[config.mk]
export PLATFORM = sky130hd
export DESIGN_NAME = param_universal_counter
export DESIGN_NICKNAME = d
export VERILOG_FILES = /design/src/rtl/uc_pkg.sv /design/src/rtl/uc_next_calc.sv /design/src/rtl/param_universal_counter.sv
export SDC_FILE = /design/constraint.sdc
export NUM_CORES = 1
export LEC_CHECK = 0
export ABC_AREA = 1
export CAP_MARGIN = 20
export CORE_ASPECT_RATIO = 0.5
export CORE_MARGIN = 8
export CORE_UTILIZATION = 50
export DETAILED_ROUTE_END_ITERATION = 8
export PLACE_DENSITY = 0.74
export SLEW_MARGIN = 30
export SYNTH_ARGS = -nofsm -noshare
export SYNTH_HDL_FRONTEND = slang
export SYNTH_SLANG_ARGS = --single-unit
export TNS_END_PERCENT = 1
[constraint.sdc]
create_clock -name clk -period 4.35 [get_ports clk]
set_input_delay 0.87 -clock clk [delete_from_list [all_inputs] [get_ports clk]]
set_output_delay 0.87 -clock clk [all_outputs]
set_load 0.02 [all_outputs]
[src/rtl/uc_pkg.sv]
// Shared types for the universal counter: boundary modes and run/halt state.
package uc_pkg;

  typedef enum logic [1:0] {
    MODE_WRAP    = 2'b00,
    MODE_SAT     = 2'b01,
    MODE_ONESHOT = 2'b10,
    MODE_RSVD    = 2'b11
  } cnt_mode_e;

  typedef enum logic {
    ST_RUN  = 1'b0,
    ST_HALT = 1'b1
  } cnt_state_e;

endpackage

[src/rtl/uc_next_calc.sv]
// Combinational next-count and boundary-event calculation.
module uc_next_calc
  import uc_pkg::*;
#(
  parameter int WIDTH = 8
) (
  input  logic [WIDTH-1:0] q,
  input  logic [WIDTH-1:0] step,
  input  logic [WIDTH-1:0] limit,
  input  logic             up_down,
  input  cnt_mode_e        mode,
  output logic [WIDTH-1:0] nxt,
  output logic             event_hit
);

  logic [WIDTH:0] q_x;
  logic [WIDTH:0] st_x;
  logic [WIDTH:0] lim_x;
  logic [WIDTH:0] span;
  logic [WIDTH:0] sum;
  logic [WIDTH:0] raw;

  // One extra bit keeps q+step and q+limit+1 free of overflow.
  assign q_x   = {1'b0, q};
  assign st_x  = {1'b0, step};
  assign lim_x = {1'b0, limit};
  assign span  = lim_x + 1'b1;
  assign sum   = q_x + st_x;

  always_comb begin
    raw       = q_x;
    event_hit = 1'b0;
    if (step != '0) begin
      if (up_down) begin
        event_hit = sum > lim_x;
        raw       = sum;
        if (event_hit) begin
          unique case (mode)
            MODE_SAT,
            MODE_ONESHOT: raw = lim_x;
            MODE_WRAP,
            MODE_RSVD:    raw = sum - span;
          endcase
        end
      end else begin
        event_hit = q_x < st_x;
        raw       = q_x - st_x;
        if (event_hit) begin
          unique case (mode)
            MODE_SAT,
            MODE_ONESHOT: raw = '0;
            MODE_WRAP,
            MODE_RSVD:    raw = q_x + span - st_x;
          endcase
        end
      end
    end
    nxt = raw[WIDTH-1:0];
  end

endmodule

[src/rtl/param_universal_counter.sv]
// Parametrised up/down counter with limit, step, wrap/sat/one-shot
// boundary handling, terminal-count pulse and sticky boundary flag.
module param_universal_counter
  import uc_pkg::*;
#(
  parameter int               WIDTH     = 8,
  parameter logic [WIDTH-1:0] RESET_VAL = '0
) (
  input  logic             clk,
  input  logic             reset,
  input  logic [WIDTH-1:0] data_in,
  input  logic             load_en,
  input  logic             count_en,
  input  logic             up_down,
  input  logic [WIDTH-1:0] step,
  input  logic [WIDTH-1:0] limit,
  input  logic [1:0]       mode,
  input  logic             clr_flag,
  output logic [WIDTH-1:0] q_out,
  output logic             tc,
  output logic             wrap_flag,
  output logic             busy
);

  cnt_state_e       state;
  cnt_mode_e        md;
  logic [WIDTH-1:0] nxt;
  logic [WIDTH-1:0] clamp;
  logic             event_hit;
  logic             do_count;
  logic             fire;

  assign md       = cnt_mode_e'(mode);
  assign clamp    = (data_in > limit) ? limit : data_in;
  assign do_count = !load_en && count_en && (state == ST_RUN);
  assign fire     = do_count && event_hit;
  assign busy     = (state == ST_RUN);

  uc_next_calc #(
    .WIDTH(WIDTH)
  ) u_calc (
    .q        (q_out),
    .step     (step),
    .limit    (limit),
    .up_down  (up_down),
    .mode     (md),
    .nxt      (nxt),
    .event_hit(event_hit)
  );

  always_ff @(posedge clk) begin
    if (reset) begin
      q_out     <= RESET_VAL;
      tc        <= 1'b0;
      wrap_flag <= 1'b0;
      state     <= ST_RUN;
    end else begin
      tc <= 1'b0;
      if (load_en) begin
        q_out <= clamp;
        state <= ST_RUN;
      end else if (do_count) begin
        q_out <= nxt;
        tc    <= event_hit;
        if (event_hit && md == MODE_ONESHOT)
          state <= ST_HALT;
      end else if (state == ST_HALT && md != MODE_ONESHOT) begin
        state <= ST_RUN;
      end
      // A set on the same edge as a clear must win.
      if (fire)
        wrap_flag <= 1'b1;
      else if (clr_flag)
        wrap_flag <= 1'b0;
    end
  end

endmodule

==> metrics.txt <==
CTS sink cnt 11; Starting Density approximately 50%; placed instance area about 3600 µm²; antenna viol nets, final 0; clk_skew roughly 0.00075 ns; Die Wd 127 µm; number of I/O pins 43; Hold Vio Cnt, Final 0; RSZ-0062 raised after global routing false; critical path depth in cells 22; # Max-Cap Violations 0; top cells by area, synth ha_1, nand2_1, inv_1; kind of critical path primary input to flip-flop; Hold-fix buffers, CTS 0; IO Port Bufs 42; power density over the cells 306 nW/µm²; die span in y slightly above 70 µm; CP max stage delay 0.55 ns; Inserted Diodes 0; initial antenna violation count 0; final setup vio count 0; CTS Buf Count 3; final net count 608; DP Worst Slack 0.171 ns; first-pass GRT wire length roughly 14000 µm; worst slew pin tran 0.612 ns; CP Capture Type flip-flop; Worst-path clk slew 0.04 ns; Post-Syn Area 3070 µm²; gpl congestion 0.903; Post-synth EDFFs 0; CTS Root Cell clkbuf_16; final worst path period need 4.02 ns; pin count of the biggest net entering global routing 17; Rel. slew slack 59.2%; Detail Placement HPWL about 7600 µm; Peak VDD IR between 0.09 and 0.1 mV; yosys warns 0; worst-case clock buffer depth 2; leakage power total 1.91 nW; All-Layer GR Usage between 10% and 20%; Clock Latency Late Sink 0.24 ns; Unique masters post-synth 45; synthesis-to-layout area growth 19.0%; wire per inst 15.1 µm; post-route cell area around 3700 µm²; Hold Crit Depth 2; Core Rows 20; Hold Path Class flip-flop to flip-flop; Slew Limit Fails 0; sequential area share after synthesis 7.17%; Cells after DPL 589; top cell type's share of synthesized area 20.0%; worst path required time ~4.5 ns; status finished, final reports clean; Post-Synthesis Cells 472; Post-synth top cells nand2_1, inv_1, ha_1; CP max stage cell clkdlybuf4s50_1; core area 6010 µm²; area occupied by multi-input gates approximately 2400 µm²; fmax around 0.25 GHz; TNS Setup 0 ns; ys flop type dfxtp_1; final core occ 60.9%; Non-Filler Instances 593; syn nets 563; cells on worst reg2reg path 20; family with the most delay on the worst path simple AND/OR/NAND/NOR gates; crit start category primary input; Final Worst Setup Slack 0.325 ns; DR iter-0 viols approximately 300; fraction of final layout cells with drive strength greater than 1 10.5%; drt pass-1 iters 5; Synth Register Bits 11; vias in the first global route 2888; Period Utilization, post-route 92.5%; Synth area leader ha_1; R2R Setup Slk 1.10 ns; Crit path top cell by count nand2_1; Fill cells 581; Async SR Flop Fraction 0%; total congestion overflow 0; top-count cell post-synth nand2_1; wirelength, routed 8940 µm; register area 220 µm²; # DRC 0; H-tree levels 1; DR vias/cell about 5.4; WP buf/inv 5; post-synthesis area per instance 6.51 µm²; crit-path cells clkdlybuf4s50_1, inv_2, ha_1, inv_1, nand2_1, nand2_1, and2_1, inv_1, o21bai_1, xor2_1, inv_1, ha_1, nand2_1, or2_2, nand3_1, nand3_1, nand3_1, nand3_1, nand2_1, nand2_1, nand2_1, a21oi_2; WP data arrival 4.15 ns; Max FO, Critical Path 6; CTS tree done; Die Footprint 9060 µm²; total number of vias 3222
[sequential cells by signal (all words and copies together) (netlist names)]
register / flops
wrap_flag: 1
tc: 1
state: 1
q_out: 8
[layer usage]
metal  vias up  global-route usage [%]  part of all wire, %
li1       1623                       -                    -
met3        14                    1.70                  7.3
met5         -                       0                    0
met1      1465                    28.9                   51
met2       120                    30.0                   41
met4         0                    4.44                  1.4
[kinds of logic (layout without fill, tap and decap cells)]
logic type                 Yosys count  after routing  share of synthesized area (%)
and+or+nand+nor                    187            187                           28.5
AOI/OAI and AO/OA                   92             92                           17.8
buffers and inverters              103            147                           14.3
adders and majority gates           59             59                           26.5
DFF                                 11             11                           7.17
xor gates and xnor gates            20             20                           5.70
[layout by cell type, fill, tap and decap left out, types with 3 or more instances in the layout]
cell,synthesis,routed
buf_4,2,8
ha_1,49,49
nor2_2,5,5
nor2_4,3,3
nor3_1,5,5
inv_1,83,83
a21oi_1,33,33
nand3_1,31,31
nor2_1,9,9
nand3_2,3,3
o21ai_0,24,24
fa_1,10,10
nand4_1,7,7
o211ai_1,7,7
o21ai_1,9,9
clkbuf_16,0,3
a21oi_2,6,6
xnor2_1,7,7
clkdlybuf4s50_1,0,42
nand2_1,110,110
inv_2,6,6
dfxtp_1,11,11
xor2_1,13,12
nand2_2,5,5
[power by group]
part | total (mW) | internal [mW] | switching [mW]
Combinational | 0.821 | 0.324 | 0.497
Sequential | 0.128 | 0.112 | 0.0161
Clock | 0.171 | 0.123 | 0.0474
Total | 1.12 | 0.559 | 0.561
[metrics by stage]
stage / hold slack, ns / power (mW)
finish: 0.470 / 1.12
floorplan: 0.534 / 0.735
CTS: 0.470 / 1.10
global placement: 0.464 / 0.924
detailed placement: 0.464 / 0.930
global route: 0.500 / 1.23
[worst paths after layout]
kind | start | end
setup / recovery | step[1] | q_out[7]$_SDFFE_PP0P_
setup reg to reg | q_out[1]$_SDFFE_PP0P_ | q_out[7]$_SDFFE_PP0P_
hold reg to reg | wrap_flag$_SDFFE_PP0P_ | wrap_flag$_SDFFE_PP0P_
hold / removal | wrap_flag$_SDFFE_PP0P_ | wrap_flag$_SDFFE_PP0P_
[worst min-delay path, stage by stage, from the launching register on]
cell     delay [ns]
dfxtp_1        0.30
nand2_1        0.06
a21oi_1        0.05
[layout make-up]
class | count | share of cell area, %
clock buffer | 4 | 2.16
inverter | 93 | 9.85
multi-input combinational | 358 | 66.2
sequential | 11 | 6.02
tap | 77 | 2.63
timing repair buffer | 50 | 13.1
[timing repair]
action,CTS,global route
setup endpoints to repair,0,2
resized for setup,0,1
hold endpoints to repair,0,0
setup buffers,0,0
No activity file was read; power rests on OpenSTA's default activity.
